File: config.mk
export PLATFORM = sky130hd
export DESIGN_NAME = ex_mem_stage
export DESIGN_NICKNAME = d
export VERILOG_FILES = /design/src/rtl/ex_mem_stage.sv
export SDC_FILE = /design/constraint.sdc
export NUM_CORES = 1
export LEC_CHECK = 0
export CORE_ASPECT_RATIO = 1.5
export CORE_MARGIN = 2
export CORE_UTILIZATION = 45
export CTS_CLUSTER_SIZE = 25
export DETAILED_ROUTE_END_ITERATION = 10
export PLACE_DENSITY = 0.84
export SLEW_MARGIN = 15
export SYNTH_ARGS = -nofsm -noshare
export SYNTH_HDL_FRONTEND = slang
export SYNTH_SLANG_ARGS = --single-unit
File: constraint.sdc
create_clock -name clk -period 2.45 [get_ports clk]
set_input_delay 0.49 -clock clk [delete_from_list [all_inputs] [get_ports clk]]
set_output_delay 0.49 -clock clk [all_outputs]
set_load 0.1 [all_outputs]
File: src/rtl/ex_mem_stage.sv
// EX/MEM pipeline latch with a req/ack data-memory port and write-back hand-off.
// Define EX_MEM_TIMEOUT_EN to add an ack watchdog of TIMEOUT_CYCLES cycles.
module ex_mem_stage #(
    parameter int DATA_W         = 32,
    parameter int REG_W          = 5,
    parameter int TIMEOUT_CYCLES = 255
) (
    input  logic              clk,
    input  logic              rst_n,
    input  logic              ex_valid,
    input  logic [DATA_W-1:0] ex_alu_out,
    input  logic              ex_branch,
    input  logic              ex_is_branch,
    input  logic [DATA_W-1:0] ex_target,
    input  logic [DATA_W-1:0] ex_wdata,
    input  logic [REG_W-1:0]  ex_rd,
    input  logic              ex_mem_read,
    input  logic              ex_mem_write,
    input  logic              ex_reg_write,
    input  logic              ex_mem_to_reg,
    input  logic              flush,
    output logic              stall_out,
    output logic              dmem_req,
    output logic              dmem_we,
    output logic [DATA_W-1:0] dmem_addr,
    output logic [DATA_W-1:0] dmem_wdata,
    input  logic              dmem_ack,
    input  logic [DATA_W-1:0] dmem_rdata,
    output logic              pc_src,
    output logic [DATA_W-1:0] pc_target,
    output logic              align_err,
    output logic              dmem_err,
    output logic              wb_valid,
    output logic              wb_reg_write,
    output logic [REG_W-1:0]  wb_rd,
    output logic [DATA_W-1:0] wb_data
);

    localparam logic [0:0] IDLE   = 1'b0;
    localparam logic [0:0] ACCESS = 1'b1;

    typedef struct packed {
        logic              valid;
        logic [DATA_W-1:0] alu_out;
        logic              branch;
        logic              is_branch;
        logic [DATA_W-1:0] target;
        logic [DATA_W-1:0] wdata;
        logic [REG_W-1:0]  rd;
        logic              mem_read;
        logic              mem_write;
        logic              reg_write;
        logic              mem_to_reg;
    } ex_mem_t;

    ex_mem_t     q;
    logic [0:0]  state;
    logic        done_q;
    logic        timeout;
    logic        cap_mem;
    logic        mem_q;
    logic        mis_q;
    logic        acc_ack;
    logic        acc_to;
    logic        idle_ld;

    assign stall_out = (state == ACCESS) & ~dmem_ack;
    assign cap_mem   = ex_valid & ~flush
                     & (ex_mem_read | ex_mem_write)
                     & (ex_alu_out[1:0] == 2'b00);

    assign mem_q = q.mem_read | q.mem_write;
    assign mis_q = q.alu_out[1:0] != 2'b00;

    assign dmem_req   = state == ACCESS;
    assign dmem_we    = (state == ACCESS) & q.mem_write;
    assign dmem_addr  = q.alu_out;
    assign dmem_wdata = q.wdata;

    assign pc_src    = q.valid & q.is_branch & q.branch;
    assign pc_target = q.target;

    assign acc_ack = (state == ACCESS) & dmem_ack;
    assign acc_to  = (state == ACCESS) & timeout;
    assign idle_ld = (state == IDLE) & ~done_q;

    always_ff @(posedge clk or negedge rst_n) begin
        if (!rst_n) begin
            q <= '0;
        end else if (!stall_out) begin
            q.valid      <= ex_valid & ~flush;
            q.alu_out    <= ex_alu_out;
            q.branch     <= ex_branch;
            q.is_branch  <= ex_is_branch;
            q.target     <= ex_target;
            q.wdata      <= ex_wdata;
            q.rd         <= ex_rd;
            q.mem_read   <= ex_mem_read;
            q.mem_write  <= ex_mem_write;
            q.reg_write  <= ex_reg_write;
            q.mem_to_reg <= ex_mem_to_reg;
        end
    end

    // The ack edge doubles as the next capture edge, so back-to-back ops chain.
    always_ff @(posedge clk or negedge rst_n) begin
        if (!rst_n) begin
            state <= IDLE;
        end else if (!stall_out) begin
            state <= cap_mem ? ACCESS : IDLE;
        end else if (timeout) begin
            state <= IDLE;
        end
    end

    // A timed-out op stays in the latch one more cycle; keep it from retiring twice.
    always_ff @(posedge clk or negedge rst_n) begin
        if (!rst_n) begin
            done_q <= 1'b0;
        end else begin
            done_q <= acc_to;
        end
    end

    always_ff @(posedge clk or negedge rst_n) begin
        if (!rst_n) begin
            wb_valid     <= 1'b0;
            wb_reg_write <= 1'b0;
            wb_rd        <= '0;
            wb_data      <= '0;
            align_err    <= 1'b0;
            dmem_err     <= 1'b0;
        end else begin
            wb_valid     <= 1'b0;
            wb_reg_write <= 1'b0;
            align_err    <= 1'b0;
            dmem_err     <= 1'b0;
            unique case (1'b1)
                acc_ack: begin
                    wb_valid     <= 1'b1;
                    wb_reg_write <= q.reg_write & ~q.mem_write;
                    wb_rd        <= q.rd;
                    wb_data      <= q.mem_to_reg ? dmem_rdata : q.alu_out;
                end
                acc_to: begin
                    wb_valid <= 1'b1;
                    wb_rd    <= q.rd;
                    dmem_err <= 1'b1;
                end
                idle_ld: begin
                    wb_valid     <= q.valid;
                    wb_reg_write <= q.valid & q.reg_write & ~q.mem_write
                                  & ~(mem_q & mis_q);
                    wb_rd        <= q.rd;
                    wb_data      <= q.mem_to_reg ? dmem_rdata : q.alu_out;
                    align_err    <= q.valid & mem_q & mis_q;
                end
                default: ;
            endcase
        end
    end

`ifdef EX_MEM_TIMEOUT_EN
    localparam int CLOG_W = $clog2(TIMEOUT_CYCLES + 1);
    localparam int CNT_W  = (CLOG_W > 8) ? CLOG_W : 8;

    logic [CNT_W-1:0] cnt_q;

    assign timeout = stall_out
                   & (cnt_q == CNT_W'(TIMEOUT_CYCLES - 1));

    always_ff @(posedge clk or negedge rst_n) begin
        if (!rst_n) begin
            cnt_q <= '0;
        end else if (!stall_out || timeout) begin
            cnt_q <= '0;
        end else begin
            cnt_q <= cnt_q + 1'b1;
        end
    end
`else
    logic unused_timeout;

    assign timeout        = 1'b0;
    assign unused_timeout = ^TIMEOUT_CYCLES;
`endif

endmodule

==> impl_metrics.env <==
export IMPL_n_antenna_cell=0
export IMPL_worstSetupEndpointType="output pin"
export IMPL_cts_root_buf="clkbuf_16"
export IMPL_num_io_pins=285
export IMPL_antenna_found_initial=0
export IMPL_drt_iter0_drc=116
export IMPL_place_gp_congestion=0.789
export IMPL_ctsResizeCount=0
export IMPL_drt_pass1_iterations=4
export IMPL_synth_top_area_cell="dfrtp_1"
export IMPL_post_cts_buffers=0
export IMPL_finalSetupTns_ps=0
export IMPL_dieArea_um2=17500
export IMPL_vias=4167
export IMPL_synth_seq_cells=149
export IMPL_slew_headroom_pct=63.3
export IMPL_required_ps=1960
export IMPL_grt_overflow=0
export IMPL_hold_class="in -> async"
export IMPL_synth_area_per_cell_um2=16.1
export IMPL_post_route_cells_drive_above_1_share_pct=54.5
export IMPL_grt_pass1_wl_um=24200
export IMPL_status="finished, final reports clean"
export IMPL_synthTopCellsByArea="dfrtp_1 (50%), mux2_4 (32%), buf_4 (9.8%)"
export IMPL_syn_inst=460
export IMPL_synth_seq_area_share_pct=50.3
export IMPL_p_leak_nw=4.78
export IMPL_clock_path_buffers=2
export IMPL_layout_common_cells="mux2_4 (157), dfrtp_1 (148), buf_4 (146)"
export IMPL_design_area_um2=9920
export IMPL_mappedNetlistNets=604
export IMPL_start_kind="primary input"
export IMPL_syn2layout_area_growth_pct=33.9
export IMPL_vdd_ir_drop_max_uv=448
export IMPL_postRouteAntennaNets=0
export IMPL_cts_tree="done"
export IMPL_htreeDepth=4
export IMPL_core_area_um2=16200
export IMPL_fin_worst_skew_ps=12.0
export IMPL_rsz0062_at_grt="no"
export IMPL_fmax_ghz=0.482
export IMPL_place_inst=844
export IMPL_dpl_hpwl_um=11800
export IMPL_port_buffers=283
export IMPL_netlist_area_leader_share_pct=50.3
export IMPL_period_share_pct=84.7
export IMPL_rows=57
export IMPL_place_ws_ps=294
export IMPL_post_drt_wl_per_cell_um=17.9
export IMPL_drc=0
export IMPL_avgViaCountPerCell=4.76
export IMPL_dpl_cell_area_um2=9330
export IMPL_crit_path_max_fanout=15
export IMPL_nNetsFinal=801
export IMPL_final_core_util_pct=61.3
export IMPL_start_util_pct=45.8
export IMPL_fp_dieW_um=109
export IMPL_die_h_um=161
export IMPL_ys_warn_count=0
export IMPL_crit_arrival_ps=1590
export IMPL_clk_pin_slew_ps=60
export IMPL_cts_buffers=17
export IMPL_grtUsageTotal_pct=18.1
export IMPL_syn_area_um2=7410
export IMPL_worst_pin_slew_ps=550
export IMPL_finalSetupViolCount=0
export IMPL_synthDistinctLibCells=22
export IMPL_drv_cap=0
export IMPL_layout_cells_non_filler=876
export IMPL_path_class="in -> out"
export IMPL_clkLatencyLatePin_ps=420
export IMPL_grt_max_degree=59
export IMPL_min_period_ps=2080
export IMPL_hold_violations=0
export IMPL_routed_wl_um=15700
export IMPL_layout_setup_ws_ps=375
export IMPL_drv_slew=0
export IMPL_grt_pass1_vias=4551
export IMPL_hold_buffers=0
export IMPL_p_per_area_nw_per_um2=775
export IMPL_final_common_cell="mux2_4"
export IMPL_cts_sinks=149
-- synthesized netlist by cell type --
cell	instances
mux2_4	157
dfrtp_1	149
buf_4	97
mux2_2	20
buf_6	10
buf_8	6
buf_12	3
nand2_1	2
nand2b_1	2
nor2_1	2
and2_1	1
and3_1	1
buf_2	1
conb_1	1
inv_2	1
nand2b_2	1
nor2b_1	1
nor4bb_1	1
o21ai_0	1
o22ai_1	1
o2bb2ai_1	1
or4b_1	1
-- power breakdown --
part	switching, W	internal (W)	total (W)	leakage (nW)
logic	0.00158	0.000753	0.00233	2.75
clock network	0.00104	0.00154	0.00258	0.281
registers	0.000134	0.00264	0.00278	1.74
total	0.00275	0.00493	0.00768	4.78
-- flip-flops by register name (all words and copies together) (netlist names) --
register	flops
dmem_addr	32
wb_data	32
wb_reg_write	1
wb_valid	1
align_err	1
wb_rd	5
dmem_req	1
pc_target	32
q	12
dmem_wdata	32
-- path summary, 6_finish.rpt --
kind / to / from / cells after the start / slack (ps)
max: stall_out / dmem_ack / 4 / 370
min: dmem_wdata[5] / rst_n / 1 / 30
max reg2reg: wb_data[29] / q[0] / 3 / 810
min reg2reg: dmem_wdata[25] / dmem_wdata[25] / 1 / 510
max in group asynchronous: pc_target[2] / rst_n / 2 / 1760
min in group clk: dmem_wdata[25] / dmem_wdata[25] / 1 / 510
-- final cells by class --
| type | count | area [um^2] |
|---|---|---|
| tap | 206 | 258 |
| sequential | 149 | 3730 |
| multi-input combinational | 193 | 2690 |
| clock inverter | 14 | 151 |
| inverter | 1 | 6.26 |
| timing repair buffer | 295 | 2650 |
| fill | 1184 | 6270 |
| clock buffer | 18 | 439 |
-- layer usage --
layer	track usage (%)	up-vias	routed length [um]	part of all wire (%)
li1	-	1869	-	-
met1	20.1	2071	5820	37
met2	31.1	195	8170	52
met3	5.41	32	1180	7.5
met4	8.80	0	522	3.3
met5	0	-	0	0
-- critical path: stages --
cell	delay [ps]
clkdlybuf4s50_1	450
nand2b_4	190
inv_4	220
buf_12	220
-- kinds of logic after synthesis --
| kind of cell | after synthesis | synth area share (%) |
|---|---|---|
| and+or+nand+nor | 12 | 1.01 |
| AOI/OAI and AO/OA | 3 | 0.270 |
| muxes | 177 | 34.9 |
| DFF | 149 | 50.3 |
| buffers and inverters | 118 | 13.5 |
| other | 1 | 0.0506 |
-- per-stage QoR --
stage,total power [W],hold slack (ps)
2_1_floorplan,0.00466,194
3_3_place_gp,0.00513,483
3_5_place_dp,0.00516,492
4_1_cts,0.00777,47.7
5_1_grt,0.00796,56.8
6_report,0.00768,30.9
Power figures use the tool's default switching activity.
==> RTL change: new RTL, same settings <==
Register the output `dmem_err` once more, cleared by the reset; this adds one clock of latency there. The other outputs are not delayed to match.
--- a/src/rtl/ex_mem_stage.sv
+++ b/src/rtl/ex_mem_stage.sv
@@ -53,4 +53,6 @@
         logic              mem_to_reg;
     } ex_mem_t;
+
+    logic dmem_err_s0;
 
     ex_mem_t     q;
@@ -130,10 +132,10 @@
             wb_data      <= '0;
             align_err    <= 1'b0;
-            dmem_err     <= 1'b0;
+            dmem_err_s0  <= 1'b0;
         end else begin
             wb_valid     <= 1'b0;
             wb_reg_write <= 1'b0;
             align_err    <= 1'b0;
-            dmem_err     <= 1'b0;
+            dmem_err_s0  <= 1'b0;
             unique case (1'b1)
                 acc_ack: begin
@@ -146,5 +148,5 @@
                     wb_valid <= 1'b1;
                     wb_rd    <= q.rd;
-                    dmem_err <= 1'b1;
+                    dmem_err_s0 <= 1'b1;
                 end
                 idle_ld: begin
@@ -186,4 +188,12 @@
 `endif
 
+    always_ff @(posedge clk or negedge rst_n) begin
+        if (!rst_n) begin
+            dmem_err <= '0;
+        end else begin
+            dmem_err <= dmem_err_s0;
+        end
+    end
+
 endmodule
 
Check against the original RTL: equivalent (Yosys induction, for registers that start in step).
==> RTL change against the unedited design <==
  * Critical endpoint unchanged
  * Clock power increased by 10%
  * Power increased by 1.9%
  * Worst setup slack got worse by 160 ps
  * Cell area decreased by 4.0%
  * Routed wire length increased by 0.45%
  * Sequential cell count unchanged
  * Non-clock buffer count unchanged
  * Area after synthesis decreased by 7.4%
  * Final cell count decreased by 0.91%
==> RTL change: results (changes against the unedited design) <==
{| class="wikitable"
! Metric !! Value
|-
| Result of the run || complete, no violations
|-
| Root Buffer || clkbuf_16
|-
| Via count of the first global-routing pass || 4616 (+1.4%)
|-
| Non-filler cells, final || 868 (-0.91%)
|-
| DP Worst Slack || 194 ps (-99.7 ps)
|-
| Mux cell area share after synthesis || 0.312 (-0.0368)
|-
| Pleak || 4.25 nW (-11%)
|-
| Total global-route track usage || 0.193 (+0.0120)
|-
| Final HPWL from detailed placement || 11900 µm (+0.31%)
|-
| WP data arrival || 1750 ps (+160 ps)
|-
| Wire length of the first global-routing pass || 24300 µm (+0.28%)
|-
| Drt total wl || 15800 µm (+0.45%)
|-
| Source-to-sink clock delay at the later pin of the worst-skew pair || 400 ps (-20 ps)
|-
| Top area cells in the synthesized netlist || dfrtp_1, mux2_2, buf_4
|-
| Biggest cell delay along the critical path || 500 ps (+50 ps)
|-
| Placed cell area || 8870 µm² (-4.9%)
|-
| Maximum vdd drop || 0.405 mV (-9.6%)
|-
| Maximum number of pins on one net before global-route repair || 72 (+22%)
|-
| Worst min-delay path class || reg -> reg
|-
| Maximum clock skew at final layout || 7.09 ps (-4.95 ps)
|-
| Post-CTS Setup Inserts || 0 (unchanged)
|-
| Worst R2R Path Depth || 4 (+1)
|-
| Share of the yosys chip area belonging to registers || 0.543 (+0.0400)
|-
| Fraction of the mapped netlist area in compound gates || 0.00292 (+0.000215)
|-
| Vias || 4143 (-0.58%)
|-
| Number of DRC markers after the initial detailed-route iteration || 128 (+10%)
|-
| Layout cells sized above 1 || 0.540 (-0.00516)
|-
| Number of fillers in the final layout || 1147 (-3.1%)
|}
==> RTL change: cell types whose count changed in the layout (fill, tap and decap cells not counted), moves of 2 or more <==
| cell | unedited run | this run |
|---|---|---|
| clkbuf_1 | 0 | 2 |
| mux2_2 | 20 | 138 |
| clkinvlp_4 | 4 | 1 |
| mux2_4 | 157 | 39 |
| bufinv_16 | 2 | 5 |
==> RTL change: cells by family after synthesis <==
family,Yosys count
multiplexers,177
buffers and inverters,118
flip-flops,149
other,1
AND/OR/NAND/NOR,12
AO/OA/AOI/OAI,3
==> RTL change: final cells by class <==
| class | count | area (µm²) | area share |
|---|---|---|---|
| clock buffer | 20 | 447 | 0.0469 |
| tap | 199 | 249 | 0.0261 |
| sequential | 149 | 3730 | 0.392 |
| inverter | 1 | 5.00 | 0.000526 |
| multi-input combinational | 193 | 2240 | 0.236 |
| timing repair buffer | 295 | 2650 | 0.278 |
| clock inverter | 11 | 198 | 0.0208 |
==> RTL change: layer usage <==
metal	GRT usage	wire length, µm	up-vias
met2	0.358	8830	170
li1	-	-	1869
met5	0	0	-
met1	0.205	5600	2072
met4	0.0851	469	0
met3	0.0478	860	32
==> RTL change: repair_timing <==
action	in CTS	in global routing
hold buffers	1	0
endpoints found under the setup margin	0	0
endpoints found under the hold margin	35	0
==> RTL change: final timing paths <==
check	start	end	slack [ps]
max	dmem_ack	stall_out	210
min	q[74]	q[74]	500
max reg2reg	dmem_req	pc_target[19]	810
min reg2reg	q[74]	q[74]	500
max in group asynchronous	rst_n	q[73]	1250
min in group asynchronous	rst_n	pc_target[11]	540
==> RTL change: power by group <==
group | internal [mW] | leakage [nW] | switching (mW)
logic | 0.656 | 2.20 | 1.57
clock network | 1.84 | 0.311 | 0.998
registers | 2.64 | 1.74 | 0.117
total | 5.14 | 4.25 | 2.69
==> RTL change: per-stage QoR <==
stage	total power [mW]	hold WS, ps
6_report	7.83	503
5_1_grt	8.08	514
4_1_cts	7.91	507
3_5_place_dp	5.04	417
3_3_place_gp	5.00	405
2_1_floorplan	4.52	194
==> RTL change: worst register-to-register path, delay by kind of cell (launching register included) <==
kind	cells	cell delay [ps]
buffers and inverters	2	620
DFF	1	450
muxes	1	320
and+or+nand+nor	1	120
